## config.mk

```make
export PLATFORM = sky130hd
export DESIGN_NAME = duty_calc
export DESIGN_NICKNAME = d
export VERILOG_FILES = /design/src/rtl/duty_calc_pkg.sv /design/src/rtl/duty_calc_seq_divider.sv /design/src/rtl/duty_calc.sv
export SDC_FILE = /design/constraint.sdc
export NUM_CORES = 1
export LEC_CHECK = 0
export ABC_AREA = 1
export BUFFER_PORTS_ARGS = -buffer_cell sky130_fd_sc_hd__buf_2
export CELL_PAD_IN_SITES_DETAIL_PLACEMENT = 0
export CELL_PAD_IN_SITES_GLOBAL_PLACEMENT = 1
export CORE_UTILIZATION = 48
export CTS_CLUSTER_DIAMETER = 150
export DETAILED_ROUTE_END_ITERATION = 12
export PLACE_DENSITY = 0.92
export RECOVER_POWER = 100
export REMOVE_ABC_BUFFERS = 1
export SYNTH_ARGS = -nofsm -noshare
export SYNTH_HDL_FRONTEND = slang
export SYNTH_SLANG_ARGS = --single-unit
```

## constraint.sdc

```tcl
create_clock -name clk -period 5.01 [get_ports clk]
set_input_delay 0.7515 -clock clk [delete_from_list [all_inputs] [get_ports clk]]
set_output_delay 0.7515 -clock clk [all_outputs]
set_load 0.03 [all_outputs]
```

## src/rtl/duty_calc_pkg.sv

```systemverilog
// Shared definitions for the duty-cycle calculator: FSM encoding and default widths.
// NUM_W is the dividend width for the default configuration (count width plus scale width).
package duty_calc_pkg;

  localparam int DEF_CNT_W   = 32;
  localparam int DEF_SCALE   = 1000;
  localparam int DEF_SCALE_W = 10;
  localparam int NUM_W       = DEF_CNT_W + DEF_SCALE_W;

  typedef enum logic [1:0] {
    ST_IDLE,
    ST_LOAD,
    ST_DIV,
    ST_DONE
  } state_t;

endpackage

```

## src/rtl/duty_calc_seq_divider.sv

```systemverilog
// Generic restoring divider: one quotient bit per cycle, MSB first, NUM_W cycles after start.
// quo/done are combinational views of the step in flight so the caller can register on the last step.
module seq_divider #(
  parameter int NUM_W = 42,
  parameter int DEN_W = 32
) (
  input  logic             clk,
  input  logic             rst,
  input  logic             start,
  input  logic [NUM_W-1:0] num,
  input  logic [DEN_W-1:0] den,
  output logic [NUM_W-1:0] quo,
  output logic             done,
  output logic             busy
);

  localparam int IDX_W = $clog2(NUM_W);

  logic [NUM_W-1:0] num_r;
  logic [DEN_W-1:0] den_r;
  logic [DEN_W-1:0] rem_r;
  logic [NUM_W-1:0] quo_r;
  logic [IDX_W-1:0] idx_r;
  logic             busy_r;

  logic [DEN_W:0]   rem_sh;
  logic             ge;
  logic [DEN_W-1:0] rem_nx;
  logic [NUM_W-1:0] quo_nx;

  // The stored remainder is always below den, so only the shifted trial value needs the extra bit.
  always_comb begin
    rem_sh = {rem_r, num_r[idx_r]};
    ge     = (rem_sh >= {1'b0, den_r});
    rem_nx = ge ? DEN_W'(rem_sh - {1'b0, den_r}) : DEN_W'(rem_sh);
    quo_nx = quo_r;
    quo_nx[idx_r] = ge;
  end

  always_ff @(posedge clk or negedge rst) begin
    if (!rst) begin
      num_r  <= '0;
      den_r  <= '0;
      rem_r  <= '0;
      quo_r  <= '0;
      idx_r  <= '0;
      busy_r <= 1'b0;
    end else if (start) begin
      num_r  <= num;
      den_r  <= den;
      rem_r  <= '0;
      quo_r  <= '0;
      idx_r  <= IDX_W'(NUM_W - 1);
      busy_r <= 1'b1;
    end else if (busy_r) begin
      rem_r <= rem_nx;
      quo_r <= quo_nx;
      if (idx_r == '0) busy_r <= 1'b0;
      else             idx_r  <= idx_r - 1'b1;
    end
  end

  assign quo  = quo_nx;
  assign done = busy_r && (idx_r == '0);
  assign busy = busy_r;

endmodule

```

## src/rtl/duty_calc.sv

```systemverilog
// Duty-cycle calculator: settles the asynchronous {high, T} counts, then computes high*SCALE/T.
// Each newly settled pair yields one duty_valid strobe; repeats of the last accepted pair are ignored.
module duty_calc
  import duty_calc_pkg::*;
#(
  parameter int CNT_W    = DEF_CNT_W,
  parameter int SCALE    = DEF_SCALE,
  parameter int SCALE_W  = DEF_SCALE_W,
  parameter int STABLE_N = 3,
  parameter int OUT_W    = 16
) (
  input  logic             clk,
  input  logic             rst,
  input  logic [CNT_W-1:0] in_high,
  input  logic [CNT_W-1:0] in_T,
  output logic [OUT_W-1:0] duty,
  output logic [CNT_W-1:0] period,
  output logic             duty_valid,
  output logic             busy,
  output logic             err_zero
);

  localparam int DIV_W = CNT_W + SCALE_W;
  localparam int SC_W  = $clog2(STABLE_N + 1);

  state_t             state;
  logic [2*CNT_W-1:0] s0, s1, last;
  logic [SC_W-1:0]    stable_cnt;
  logic [CNT_W-1:0]   s1_high, s1_t;
  logic               settled;
  logic               div_start, div_done, div_busy;
  logic [DIV_W-1:0]   div_num, div_quo;

  assign s1_high   = s1[2*CNT_W-1:CNT_W];
  assign s1_t      = s1[CNT_W-1:0];
  assign settled   = (stable_cnt == SC_W'(STABLE_N));
  assign div_num   = DIV_W'(s1_high) * DIV_W'(SCALE);
  assign div_start = (state == ST_LOAD) && (s1_t != '0) && (s1_high < s1_t);

  seq_divider #(
    .NUM_W (DIV_W),
    .DEN_W (CNT_W)
  ) u_div (
    .clk   (clk),
    .rst   (rst),
    .start (div_start),
    .num   (div_num),
    .den   (s1_t),
    .quo   (div_quo),
    .done  (div_done),
    .busy  (div_busy)
  );

  always_ff @(posedge clk or negedge rst) begin
    if (!rst) begin
      state      <= ST_IDLE;
      s0         <= '0;
      s1         <= '0;
      last       <= '0;
      stable_cnt <= '0;
      duty       <= '0;
      period     <= '0;
      duty_valid <= 1'b0;
      busy       <= 1'b0;
      err_zero   <= 1'b0;
    end else begin
      s0 <= {in_high, in_T};
      s1 <= s0;
      if (s0 != s1)     stable_cnt <= '0;
      else if (!settled) stable_cnt <= stable_cnt + 1'b1;

      duty_valid <= 1'b0;
      case (state)
        ST_IDLE: begin
          if (settled && (s1 != last)) begin
            state <= ST_LOAD;
            busy  <= 1'b1;
          end
        end
        ST_LOAD: begin
          last <= s1;
          if (s1_t == '0) begin
            duty       <= '0;
            period     <= '0;
            err_zero   <= 1'b1;
            duty_valid <= 1'b1;
            state      <= ST_DONE;
          end else if (s1_high >= s1_t) begin
            duty       <= OUT_W'(SCALE);
            period     <= s1_t;
            err_zero   <= 1'b0;
            duty_valid <= 1'b1;
            state      <= ST_DONE;
          end else begin
            state <= ST_DIV;
          end
        end
        ST_DIV: begin
          // Quotient cannot exceed SCALE here; the clamp only keeps the upper bits meaningful.
          if (div_done) begin
            duty       <= (div_quo > DIV_W'(SCALE)) ? OUT_W'(SCALE) : div_quo[OUT_W-1:0];
            period     <= last[CNT_W-1:0];
            err_zero   <= 1'b0;
            duty_valid <= 1'b1;
            state      <= ST_DONE;
          end else if (!div_busy) begin
            state <= ST_IDLE;
            busy  <= 1'b0;
          end
        end
        ST_DONE: begin
          state <= ST_IDLE;
          busy  <= 1'b0;
        end
        default: begin
          state <= ST_IDLE;
          busy  <= 1'b0;
        end
      endcase
    end
  end

endmodule

```

======== Word-level counts from Yosys, hierarchy flattened ========
Cells that the tools add are included.
storage, ports and cells
  word-level logic and storage cells ...... 101
  input bits .............................. 66
  register bits after elaboration ......... 399
  output and inout bits ................... 51
cells by class
  muxes and demuxes ....................... 45
  $mul .................................... 1
  $add $sub $neg .......................... 3
  magnitude comparators ................... 6
  reductions and logical operators ........ 16
  equality and inequality tests ........... 14
operators with widths
  operator                                                          count
  2-to-1 mux 32 bit                                                 6
  != test 64 bit                                                    2
  2-to-1 mux 42 bit                                                 2
  2-to-1 mux 16 bit                                                 4
  one-hot mux 32 bit (2 select lines)                               1
  bitwise mux 42 bit                                                1
  greater-than comparator 42 x 10 -> 1 bit (second input constant)  1
  multiplier 32 x 7 -> 39 bit (second input constant)               1
  >= comparator 33 x 32 -> 1 bit                                    1
  >= comparator 32 bit                                              1
  logical NOT 32 bit                                                1
  less-than comparator 32 bit                                       1
  one-hot mux 16 bit (2 select lines)                               1
  nonzero test 32 bit                                               1
  subtractor 32 bit                                                 1
  2-to-1 mux 6 bit                                                  3
  2-to-1 mux 1 bit                                                  16
  2-to-1 mux 2 bit                                                  5
  != test 2 bit (second input constant)                             5
  one-hot mux 2 bit (4 select lines)                                1
  less-than comparator 6 x 7 -> 1 bit (second input constant)       1
  binary-select mux 1 bit (select 6 bit)                            1
  demux 1 bit (select 6 bit)                                        1
  == test 2 bit (second input constant)                             3
  17 further kinds                                                  24

======== Depth between registers and ports, before layout ========
  depth after elaboration ................. 9
  depth in mapped cells ................... 30
  mapped depth without buffers ............ 27

======== Hierarchy ========
A second synthesis with hierarchy kept.
unflattened totals
  cell total of the unflattened synthesis .. 3,627
  area total of the unflattened synthesis .. 27,348.7 sq um
modules (own cells, without submodules)
  module       seq. area each (sq um)  area an instance (sq um)  times used  cells each
  duty_calc    6,180.9                 16,945.0                  1           2,024
  seq_divider  3,878.7                 10,403.7                  1           1,603

======== Least setup slack after synthesis ========
OpenSTA, ideal clock, no wires.
  path type ............................... register to register
  start ................................... register s1[34]
  end ..................................... register u_div.num_r[31]
  stages on the path, launching flop included .. 20
  arrival ................................. 4.419 ns
  setup time .............................. 0.118 ns
  buffers on the path ..................... 0
  slack ................................... 0.474 ns
  period minus slack after synthesis ...... 4.536 ns
  cell sequence ........................... dfrtp_1 fa_1 inv_1 fa_1 fa_1 inv_1 fa_1 ha_1 nand2_1 inv_1 a21oi_1 o21ai_0 a21oi_1 o21ai_0 nand2_1 nand2_1 a21boi_0 or2_2 nand3_1 nand2_1
between the ends
  longest elaborated chain between the ends .. 2
  elaborated cells on any way between the ends .. 3
  those cells by class .................... mul: 1; order compare: 1; reduce/logical: 1
RTL lines
  what                                                                 RTL line                     source
  start, declared                                                      duty_calc.sv:27              logic [2*CNT_W-1:0] s0, s1, last;
  start signal, assigned                                               duty_calc.sv:58              s1 <= '0;
  start signal, assigned                                               duty_calc.sv:68              s1 <= s0;
  branches (longest 2 deep; another with multiplier 32 x 7 -> 39 bit)  n/a
  end signal, assigned                                                 duty_calc_seq_divider.sv:49  num_r <= num;
  end, declared                                                        duty_calc_seq_divider.sv:19  logic [NUM_W-1:0] num_r;
Several ways; the timed one is not identified.
A chain may end at the register's enable or synchronous reset.

======== Final worst setup path ========
  start ................................... register s1[53]
  end ..................................... register u_div.num_r[41]
Same word-level chain as after synthesis.

==> impl_results.md <==
- Outcome: finished, violations left
- Violated checks: max-capacitance violations, max-slew violations
- Slew HR: -1.32
- Worst Skew: 0.0375 ns
- Post-placement cell count: 3510
- Die footprint: 51700 sq um
- Depth of the critical timing path with buffers and inverters included: 16
- Filler-free cell count of the finished design: 3590
- Worst-case vdd ir drop: 0.000318 V
- Seq cells post-synth: 399
- Register Area: 9990 sq um
- Most used flip-flop cell after synthesis: dfrtp_1
- DP Wirelength: 49300 microns
- Slew of the pin with the lowest slew margin: 3.48 ns
- Cell chain of the critical path: fa_1, fa_1, fa_1, fa_1, ha_1, nand2_1, nor2_1, inv_1, nor4_2, o21ai_0, nand3_1, nand2_1, nand2_1, nor2_1, nor3b_1, a21oi_1
- Mean area per synthesized cell: 8.90 sq um
- Row count: 82
- Clock tree from TritonCTS: yes
- Portion of the post-synthesis area used by sequential elements: 0.410
- Area growth, synth to finish: 11.9%
- Starting DRT DRC Count: 1501
- Starting density of the core: 0.486
- First-pass GRT wire length: 104000 microns
- Setup-failing EPs final: 0
- Count of flip-flops with a built-in enable after synthesis: 0
- Reported leakage power: 0.0133 uW
- Final clock period utilization by the worst path: 0.944
- Fraction of layout instances using a drive strength above 1: 0.0846
- Via count of the first global-routing pass: 19400
- Number of synthesis warnings: 0
- Clock root cell: clkbuf_16
- Number of antenna violations at the first check in global routing: 1
- Clock slew at reported path FFs: 0.06 ns
- Required time at the endpoint of the critical path: 5.46 ns
- Kind of launch point of the worst setup path: flip-flop
- Clock latency on the worst-skew pair: 0.60 ns
- Type of the tightest min-delay check: primary input to flip-flop
- Combined global-route utilization of all metal layers: 0.259
- Hold-fix buffers, CTS: 0
- Port-buffer cells: 116
- Setup TNS: 0 ns
- Average routed wire per standard cell: 18.0 microns
- Clock period minus worst slack: 4.73 ns
- Vias per Instance: 5.42
- Longest Clk Path Bufs: 3
- Share of synthesized flip-flops with an asynchronous set or reset: 1.00
- Maximum level of the CTS H-tree: 2
- CTS Buf Count: 43
- Unrepaired setup endpoints after global routing: false
- Final GP Congestion: 0.902
- Cell occurring most often along the worst timing path: fa_1
- Number of different library cells in the post-synthesis netlist: 56
- Multi-input combinational cell area: 13000 sq um
- Number of buffer and inverter stages on the critical path: 1
- Max Fclk: 0.211 GHz
- Pin count of the biggest net entering global routing: 141
- Final count of hold timing violations: 0
- Slowest-stage cell, CP: dfrtp_1
- Max-cap violations: 3
- FF-to-FF path depth: 16
- Power density over the cells: 388 nW/um^2
- Number of nets with antenna violations after detailed routing: 0
- Vertical extent of the die: 227 microns
- Worst Hold Path Cells: 1
- Vias: 19500
- Syn Std Cell Area: 24400 sq um
- # DRC: 0
- Max-slew violation count: 313
- IO Count: 117
- Startpoint-to-endpoint class of the critical path: flip-flop to flip-flop
- Critical path arrival: 5.18 ns
- Number of diodes added for antenna fixing: 0
- Residual overflow from global routing: 0
- Final design utilization: 0.544
- TritonCTS Sinks: 399
- Horizontal die dimension: 227 microns
- Area of the core: 50200 sq um
- Detailed-route wire length: 64800 microns
- Gate count of the mapped netlist: 2738
- Iteration count of the initial detailed-routing pass: 5
- Family of cells with the greatest summed delay on the critical path: adder cells
- Critical path peak fanout: 7
- Crit path capture type: flip-flop
- Number of fill cells in the layout: 4541
- Number of nets in the layout: 3227
- Slowest cell delay on critical path: 0.63 ns
==> path summary, 6_finish.rpt <==
| path | from | to | slack, ns |
|---|---|---|---|
| max | s1[53] | u_div.num_r[41] | 0.28 |
| min | in_high[21] | s0[53] | 0.26 |
| max reg2reg | s1[53] | u_div.num_r[41] | 0.28 |
| min reg2reg | s0[30] | s1[30] | 0.39 |
| max in group asynchronous | rst | period[29] | 1.15 |
| min in group asynchronous | rst | duty[13] | 1.25 |
==> cell usage after synthesis, types with 41 or more instances <==
cell / n / area share
fa_1: 119 / 0.098
inv_1: 270 / 0.042
clkbuf_1: 60 / 0.0092
nor2_1: 197 / 0.030
o21ai_0: 248 / 0.051
xor2_1: 92 / 0.033
nand2_1: 622 / 0.096
nand3_1: 89 / 0.018
xnor2_1: 76 / 0.027
ha_1: 156 / 0.080
a31oi_1: 41 / 0.011
dfrtp_1: 399 / 0.41
a21oi_1: 121 / 0.025
==> registers in the layout, summed over array words and instances (netlist names), 2 cells and up <==
signal,cells
u_div.den_r,32
state,2
stable_cnt,2
last,64
period,32
s0,64
duty,16
u_div.rem_r,32
u_div.quo_r,42
u_div.num_r,39
u_div.idx_r,6
s1,64
==> worst register-to-register path, stage by stage (launching register included) <==
cell     delay (ns)
dfrtp_1        0.63
fa_1           0.54
fa_1           0.54
fa_1           0.58
fa_1           0.42
ha_1           0.40
nand2_1        0.13
nor2_1         0.18
inv_1          0.10
nor4_2         0.34
o21ai_0        0.16
nand3_1        0.15
nand2_1        0.06
nand2_1        0.07
nor2_1         0.04
nor3b_1        0.19
a21oi_1        0.06
==> metrics by stage <==
| step | area (sq um) | hold slack, ns | total power, uW | worst slack [ns] |
|---|---|---|---|---|
| finish | 27300 | 0.258 | 10600 | 0.281 |
| global route | 27300 | 0.241 | 11300 | 0.0272 |
| CTS | 27400 | 0.233 | 10600 | 0.107 |
| detailed placement | 25900 | 0.379 | 7340 | 0.133 |
| global placement | 25900 | 0.378 | 7300 | 0.176 |
| floorplan | 24000 | 0.367 | 6190 | -1.84 |
==> cells in the final DEF, fill, tap and decap left out, types with 41 or more instances in the layout <==
cell       instances
a21oi_1          121
a31oi_1           41
buf_2             62
buf_4             51
clkbuf_1          64
clkbuf_16         43
dfrtp_1          394
fa_1             119
ha_1             156
inv_1            269
nand2_1          623
nand3_1           90
nor2_1           197
o21ai_0          247
xnor2_1           76
xor2_1            92
==> cell families after synthesis <==
group,after synthesis,synth area share
buffers and inverters,357,0.0577
adder cells (fa/ha/maj),275,0.178
AND/OR/NAND/NOR,1020,0.175
multiplexers,1,0.000411
XOR/XNOR,168,0.0604
AO/OA/AOI/OAI,518,0.119
flip-flops,399,0.410
==> metal layers <==
| metal | routed length (microns) | track usage | vias up |
|---|---|---|---|
| met2 | 29400 | 0.405 | 566 |
| met4 | 1770 | 0.0805 | 0 |
| met5 | 0 | 0 | - |
| met3 | 3910 | 0.0379 | 102 |
| met1 | 29700 | 0.373 | 9504 |
| li1 | - | - | 9302 |
==> repair_timing <==
action,CTS,global route
setup endpoints to repair,0,8
buffers inserted,0,3
gates resized for setup,0,11
==> area by class of cell <==
type,count,area share
Tap cell,672,0.0308
Multi-Input combinational cell,1982,0.476
Timing Repair Buffer,183,0.0362
Clock buffer,50,0.0411
Inverter,277,0.0381
Sequential cell,399,0.366
Clock inverter,27,0.0117
==> report_power, final <==
part           switching (uW)  internal [uW]
combinational            2410           1540
sequential               91.0           3280
clock                    1410           1840
total                    3910           6660
Note: power is estimated with default switching activity, not from simulation.
